<file path="src/rtl/frame_pkg.sv">
// Shared types and widths for the frame scheduler and the drawing layers.
package frame_pkg;
   localparam int COORD_W = 10;
   localparam int COLOR_W = 8;
   localparam int TMO_W   = 20;
   localparam logic [1:0] FRAME_EDGE_RISE = 2'b01;

   typedef enum logic [2:0] {IDLE, START, RUN, WAIT_SWAP, SWAP} state_t;
endpackage

</file>
<file path="src/rtl/layer_mux.sv">
// N-way select of the per-layer pixel write port onto the frame-buffer port.
module layer_mux
   import frame_pkg::*;
#(
   parameter int N_LAYERS = 4,
   parameter int SEL_W    = 2
)(
   input  logic                               en,
   input  logic [SEL_W-1:0]                   sel,
   input  logic [N_LAYERS-1:0]                wr_req,
   input  logic [N_LAYERS-1:0][COORD_W-1:0]   x,
   input  logic [N_LAYERS-1:0][COORD_W-1:0]   y,
   input  logic [N_LAYERS-1:0][COLOR_W-1:0]   color,
   output logic                               fb_wr_en,
   output logic [COORD_W-1:0]                 fb_x,
   output logic [COORD_W-1:0]                 fb_y,
   output logic [COLOR_W-1:0]                 fb_color
);
   // Compare against every index so a non-power-of-two layer count never reads out of range.
   always_comb begin
      fb_wr_en = 1'b0;
      fb_x     = '0;
      fb_y     = '0;
      fb_color = '0;
      if (en) begin
         for (int i = 0; i < N_LAYERS; i++) begin
            if (sel == SEL_W'(i)) begin
               fb_wr_en = wr_req[i];
               fb_x     = x[i];
               fb_y     = y[i];
               fb_color = color[i];
            end
         end
      end
   end
endmodule

</file>
<file path="src/rtl/frame_sched.sv">
// Per-frame layer sequencer with double-buffer swap on vblank.
// Optional overrun counter enabled by FRAME_SCHED_OVERRUN_CNT_EN.
module frame_sched
   import frame_pkg::*;
#(
   parameter int               N_LAYERS      = 4,
   parameter logic [TMO_W-1:0] LAYER_TIMEOUT = 20'd400000
)(
   input  logic                               Clk,
   input  logic                               Reset,
   input  logic [1:0]                         frame_clk_edge,
   input  logic                               vblank,
   input  logic [N_LAYERS-1:0]                layer_done,
   input  logic [N_LAYERS-1:0]                layer_wr_req,
   input  logic [N_LAYERS-1:0][COORD_W-1:0]   layer_x,
   input  logic [N_LAYERS-1:0][COORD_W-1:0]   layer_y,
   input  logic [N_LAYERS-1:0][COLOR_W-1:0]   layer_color,
   output logic [N_LAYERS-1:0]                layer_start,
   output logic                               fb_wr_en,
   output logic [COORD_W-1:0]                 fb_x,
   output logic [COORD_W-1:0]                 fb_y,
   output logic [COLOR_W-1:0]                 fb_color,
   output logic                               buffer_using,
   output logic                               frame_busy,
   output logic [7:0]                         overrun_cnt
);
   localparam int CW = (N_LAYERS > 1) ? $clog2(N_LAYERS) : 1;

   state_t           state, state_nx;
   logic [CW-1:0]    cur;
   logic [TMO_W-1:0] tmo;
   logic             rise, last, run_end;

   assign rise       = (frame_clk_edge == FRAME_EDGE_RISE);
   assign last       = (cur == CW'(N_LAYERS - 1));
   assign run_end    = layer_done[cur] || (tmo == LAYER_TIMEOUT - TMO_W'(1));
   assign frame_busy = (state != IDLE);

   always_comb begin
      state_nx    = state;
      layer_start = '0;
      case (state)
         IDLE:      if (rise) state_nx = START;
         START: begin
            layer_start[cur] = 1'b1;
            state_nx         = RUN;
         end
         RUN:       if (run_end) state_nx = last ? WAIT_SWAP : START;
         WAIT_SWAP: if (vblank) state_nx = SWAP;
         SWAP:      state_nx = IDLE;
         default:   state_nx = IDLE;
      endcase
   end

   always_ff @(posedge Clk) begin
      if (Reset) begin
         state        <= IDLE;
         cur          <= '0;
         tmo          <= '0;
         buffer_using <= 1'b0;
      end else begin
         state <= state_nx;
         case (state)
            IDLE:  if (rise) cur <= '0;
            START: tmo <= '0;
            RUN: begin
               if (tmo != '1) tmo <= tmo + TMO_W'(1);
               if (run_end && !last) cur <= cur + CW'(1);
            end
            // Toggle on entry so the SWAP cycle already shows the new display buffer.
            WAIT_SWAP: if (vblank) buffer_using <= ~buffer_using;
            default: ;
         endcase
      end
   end

`ifdef FRAME_SCHED_OVERRUN_CNT_EN
   always_ff @(posedge Clk) begin
      if (Reset)
         overrun_cnt <= '0;
      else if (frame_busy && rise && overrun_cnt != 8'hFF)
         overrun_cnt <= overrun_cnt + 8'd1;
   end
`else
   assign overrun_cnt = '0;
`endif

   layer_mux #(.N_LAYERS(N_LAYERS), .SEL_W(CW)) u_mux (
      .en       (state == RUN),
      .sel      (cur),
      .wr_req   (layer_wr_req),
      .x        (layer_x),
      .y        (layer_y),
      .color    (layer_color),
      .fb_wr_en (fb_wr_en),
      .fb_x     (fb_x),
      .fb_y     (fb_y),
      .fb_color (fb_color)
   );
endmodule

</file>
<file path="config.mk">
export PLATFORM = sky130hd
export DESIGN_NAME = frame_sched
export DESIGN_NICKNAME = d
export VERILOG_FILES = /design/src/rtl/frame_pkg.sv /design/src/rtl/layer_mux.sv /design/src/rtl/frame_sched.sv
export SDC_FILE = /design/constraint.sdc
export NUM_CORES = 1
export LEC_CHECK = 0
export ABC_AREA = 1
export CORE_ASPECT_RATIO = 1.2
export CORE_MARGIN = 1
export CORE_UTILIZATION = 37
export DETAILED_ROUTE_END_ITERATION = 6
export PLACE_DENSITY = 0.82
export REMOVE_ABC_BUFFERS = 1
export SLEW_MARGIN = 20
export SYNTH_ARGS = -nofsm -noshare
export SYNTH_HDL_FRONTEND = slang
export SYNTH_SLANG_ARGS = --single-unit
</file>
<file path="constraint.sdc">
create_clock -name Clk -period 2.3 [get_ports Clk]
set_input_delay 0.46 -clock Clk [delete_from_list [all_inputs] [get_ports Clk]]
set_output_delay 0.46 -clock Clk [all_outputs]
set_load 0.03 [all_outputs]
</file>
Word-level counts from Yosys, hierarchy flattened
Index checks and enable logic that the tools add are counted.
- word-level logic and storage cells: 71
- bits in latches: 0
- output and inout port bits: 43
- memory bits (writable): 0
- register bits: 26
- memories: 0
- memory bits (read-only): 0
- input bits: 125
- multiplexer cells: 35
- add/sub/neg operators: 2
- bitwise gates (word level): 1
- order comparisons: 2
- reductions and logical operators: 13
- div/mod/pow operators: 0
- $mul: 0
- equality and inequality tests: 14
- shift operators: 0
- operators with widths (cell ; count):
    two-way mux 10 bit ; 10
    two-way mux 8 bit ; 5
    one-hot mux 20 bit (2 select lines) ; 1
    adder 20 x 1 -> 20 bit (second input constant) ; 1
    equality test 20 x 19 -> 1 bit (second input constant) ; 1
    two-way mux 20 bit ; 1
    != test 20 bit (second input constant) ; 1
    one-hot mux 3 bit (4 select lines) ; 1
    != test 2 bit (second input constant) ; 5
    two-way mux 3 bit ; 3
    two-way mux 1 bit ; 7
    equality test 3 x 2 -> 1 bit (second input constant) ; 2
    two-way mux 2 bit ; 3
    AND reduction 3 bit ; 2
    equality test 2 x 1 -> 1 bit (second input constant) ; 2
    equality test 2 bit (second input constant) ; 2
    two-way mux 4 bit ; 1
    one-hot mux 2 bit (2 select lines) ; 1
    AND reduction 2 bit ; 2
    nonzero test 2 bit ; 2
    equality test 3 x 1 -> 1 bit (second input constant) ; 1
    logical NOT 3 bit ; 1
    less-than comparator 2 x 3 -> 1 bit (second input constant) ; 1
    nonzero test 3 bit ; 1
    9 further kinds ; 10

Logic depth before layout (Yosys ltp)
- depth in word-level cells: 6
- mapped depth: 12
- depth with buffers taken out: 11

Hierarchy
From an unflattened synthesis, not the netlist that was laid out.
- cell total of the unflattened synthesis: 526
- area total of the unflattened synthesis: 2839.0 sq um
- by module, submodules not included (module ; cells an instance ; area an instance (sq um) ; instances ; seq. area each (sq um)):
    frame_sched ; 272 ; 1726.7 ; 1 ; 520.5
    layer_mux ; 254 ; 1112.3 ; 1 ; 0.0

Worst setup path before layout
Ideal clock, no wire load.
- path type: register -> output
- start: reg cur[1]
- end: out fb_x[0]
- required time: 1.840 ns
- buffers on the path: 2
- cell stages (with the launch flop): 10
- arrival: 2.003 ns
- slack: -0.163 ns
- cells stage by stage: dfxtp_1 > inv_1 > ha_1 > nor2_1 > buf_2 > buf_2 > nand2_1 > nand2_1 > o21ai_0 > o21ai_0
- longest elaborated chain between the ends: 6
- elaborated cells on any way between the ends: 9
- classes of those cells: eq/ne: 3; mux: 5; reduce/logical: 1
- ends and longest elaborated chain (item ; RTL line ; text):
    from (decl) ; frame_sched.sv:30 ; logic [CW-1:0] cur;
    from (signal assigned) ; frame_sched.sv:68 ; if (run_end && !last) cur <= cur + CW'(1);
    logical NOT 2 bit ; layer_mux.sv:27 ; if (sel == SEL_W'(i)) begin
    two-way mux 10 bit (3 in a row) ; layer_mux.sv:27 ;
    two-way mux 10 bit * ; layer_mux.sv:27 ;
    two-way mux 10 bit * ; layer_mux.sv:25 ; if (en) begin
    to (decl) ; frame_sched.sv:20 ; output logic [COORD_W-1:0] fb_x,
Mark *: on every way between the ends. The rest lies on a longest branch, timed or not.

Final worst setup path
- start: reg cur[0]
- end: out fb_color[1]
- longest elaborated chain between the ends: 6
- elaborated cells on any way between the ends: 9
- classes of those cells: eq/ne: 3; mux: 5; reduce/logical: 1
- ends and longest elaborated chain (item ; RTL line ; text):
    logical NOT 2 bit ; layer_mux.sv:27 ;
    two-way mux 8 bit (3 in a row) ; layer_mux.sv:27 ;
    two-way mux 8 bit * ; layer_mux.sv:27 ;
    two-way mux 8 bit * ; layer_mux.sv:25 ;
    to (decl) ; frame_sched.sv:22 ; output logic [COLOR_W-1:0] fb_color,
Marks and branches as above.

==> results.sh <==
export IMPL_worst_skew_pair_late_latency_ns=0.27
export IMPL_max_cap_viol_count=0
export IMPL_routed_wire_length_per_instance_um=15.42
export IMPL_tns_ns=-0.8226
export IMPL_grt_pass1_vias=3462
export IMPL_largest_fanout_on_the_critical_path=6
export IMPL_avgViaCountPerCell=5.231
export IMPL_drc=0
export IMPL_min_period_ns=2.404
export IMPL_run_status="finished with violations"
export IMPL_violations_in_the_final_reports="negative setup slack"
export IMPL_final_net_count=759
export IMPL_max_freq_mhz=416.0
export IMPL_drt_initial_drc_count=207
export IMPL_timing_hold_violations_final=0
export IMPL_synth_cells_most_frequent="nand2_1, o21ai_0, inv_1, nor2_1, a21oi_1"
export IMPL_grt_util_all_layers_pct=27.53
export IMPL_gpl_final_weighted_congestion=0.9306
export IMPL_die_area_um2=7371
export IMPL_ys_flop_type="dfxtp_1"
export IMPL_antenna_cells_inserted=0
export IMPL_route_final_wire_length_mm=11.03
export IMPL_post_layout_total_power_mw=1.874
export IMPL_synth_largest_area_cell="dfxtp_1"
export IMPL_ant_nets=0
export IMPL_slew_violations=0
export IMPL_core_um2=6813
export IMPL_grt_remaining_overflow=0
export IMPL_placed_cells=698
export IMPL_grt_start_max_net_pins=41
export IMPL_cts_inserted_buffers=3
export IMPL_post_dp_hpwl_mm=8.078
export IMPL_initial_antenna_violation_count=0
export IMPL_tritoncts="yes"
export IMPL_critical_path_max_stage_delay_ns=0.34
export IMPL_final_setup_worst_slack_ns=-0.1041
export IMPL_syn_instance_count=460
export IMPL_setup_repair_after_global_routing_missed_its_margin="true"
export IMPL_finalCritPeriodShare_pct=104.5
export IMPL_path_delay_family="buffers and inverters"
export IMPL_synth_yosys_seq_area_share_pct=20.01
export IMPL_layoutNonFillerInstCount=715
export IMPL_async_reset_ff_share_pct=0
export IMPL_crit_buf_inv=4
export IMPL_yosysUniqueCellTypes=26
export IMPL_clkSinkCount=26
export IMPL_powerDensity_nw_per_um2=407.6
export IMPL_floorplan_initialDensity_pct=38.18
export IMPL_cp_data_required_time_ns=1.84
export IMPL_clock_tree_htree_level_count=1
export IMPL_most_common_cell_in_the_netlist="nand2_1"
export IMPL_synth_warnings=0
export IMPL_placement_rows=33
export IMPL_avgSynthCellArea_um2=5.655
export IMPL_crit_type="reg -> out"
export IMPL_ir_drop_mv=0.3469
export IMPL_timing_critical_path_arrival_ns=1.94
export IMPL_pin_count=168
export IMPL_critPathLaunchType="register"
export IMPL_yosys_top_cells_area="dfxtp_1, nand2_1, o21ai_0"
export IMPL_min_delay_path_class="reg -> reg"
export IMPL_finalSetupViolations=20
export IMPL_synth_edff_count=0
export IMPL_floorplan_die_width_um=78.54
export IMPL_critPathSlowestCell="dfxtp_2"
export IMPL_ys_seq_elements=26
export IMPL_post_cts_hold_buffer_count=0
export IMPL_worst_clock_skew_ns=0.005446
export IMPL_timing_critical_path_to_type="output port"
export IMPL_critical_path_most_common_cell="buf_4"
export IMPL_power_leakage_nw=2.074
export IMPL_dieHeight_um=93.85
export IMPL_synth_area_um2=2601
export IMPL_cts_buffer_depth=2
export IMPL_routed_vias=3740
export IMPL_detail_route_first_pass_iterations=5
export IMPL_layout_area_overhead_vs_synth_pct=76.72
export IMPL_yosysTopAreaCellShare_pct=20.01
export IMPL_drive_above_1_share_pct=16.56
export IMPL_fin_hold_ws_ns=0.4854
export IMPL_path_cells="buf_6 > ha_4 > nor2_4 > buf_4 > clkbuf_16 > a22oi_1 > nand2_1 > o21ai_0 > a21oi_1 > buf_4"
export IMPL_clk_transition_reported_paths_ns=0.10
export IMPL_clock_root_buffer="clkbuf_8"
export IMPL_place_port_buffers=159
export IMPL_grt_first_pass_wirelength_mm=16.35
flip-flops by register name, summed over array words and instances (netlist names):
| register | count |
|---|---|
| tmo | 20 |
| state | 3 |
| cur | 2 |
| buffer_using | 1 |
kinds of logic (layout without fill, tap and decap cells):
logic type                 Yosys count  after routing  synth area share [%]
adders and majority gates            5              5                 2.405
and+or+nand+nor                    216            216                 36.27
AOI/OAI and AO/OA                  128            128                 27.22
other                                1              8                0.1442
buffers and inverters               84            245                 13.95
DFF                                 26             26                 20.01
repair_timing:
item,CTS,global route
pin swaps,2,17
endpoints found under the setup margin,30,31
cloned,1,2
gates resized for setup,16,41
setup buffers,2,9
worst paths after layout:
| path | cells past startpoint | end | from | slack, ns |
|---|---|---|---|---|
| setup / recovery | 10 | fb_color[1] | cur[0] | -0.10 |
| hold / removal | 2 | buffer_using | buffer_using | 0.49 |
| setup reg to reg | 11 | cur[1] | state[2] | 0.37 |
| hold reg to reg | 2 | buffer_using | buffer_using | 0.49 |
report_power, final:
part | total [mW] | internal, mW | switching (mW) | leakage, nW
sequential | 0.476 | 0.465 | 0.0117 | 0.211
combinational | 1.09 | 0.548 | 0.543 | 1.83
clock | 0.306 | 0.153 | 0.153 | 0.0288
tightest hold or removal path, delay by kind of cell (launching register included):
kind                   cells  cell delay, ns
buffers and inverters      1            0.07
flip-flops                 1            0.32
AO/OA/AOI/OAI              1            0.06
per-layer routing:
metal  vias to the layer above  share of wire, %  GRT usage [%]
met2                       187                50          50.14
met4                         0               3.1          8.951
met5                         -                 0              0
li1                       1835                 -              -
met1                      1690                38          31.80
met3                        28               9.0          5.340
per-stage QoR:
step,cell area [um2],util [%],setup WS [ns]
floorplan,2464,-,-1.025
global placement,4272,62.70,0.2074
detailed placement,4272,62.70,0.1354
CTS,4413,64.78,-0.01743
global route,4597,67.47,-0.1678
finish,4597,67.47,-0.1041
area by class of cell:
type	instances	area [um2]
flip-flops and latches	26	525.5
multi-input cells	357	1818
repair buffers	188	1888
inverters	53	201.4
well taps	87	108.9
clock buffers	4	55.05
fillers	576	2216
cells in the final DEF (no fill, tap or decap), types with 2 or more instances in the layout:
cell               n
clkbuf_16          2
nand2_4            2
ha_1               3
a22oi_1           12
nand3_1           26
nor2_4             3
o211ai_1           3
clkdlybuf4s50_1  126
nand2_1          104
nand2_2           13
buf_12             6
nor3_1             5
nor2_1            52
o21ai_0           42
a21oi_2            2
buf_4             42
o21ai_1           19
inv_2              3
dlymetal6s2s_1     2
nand4_1            6
buf_6              9
clkbuf_8           4
conb_1             8
a22o_1             3
a22oi_2            6
nand3_2            3
a21oi_1           40
inv_1             49
dfxtp_1           24
Note: power is estimated with default switching activity, not from simulation.
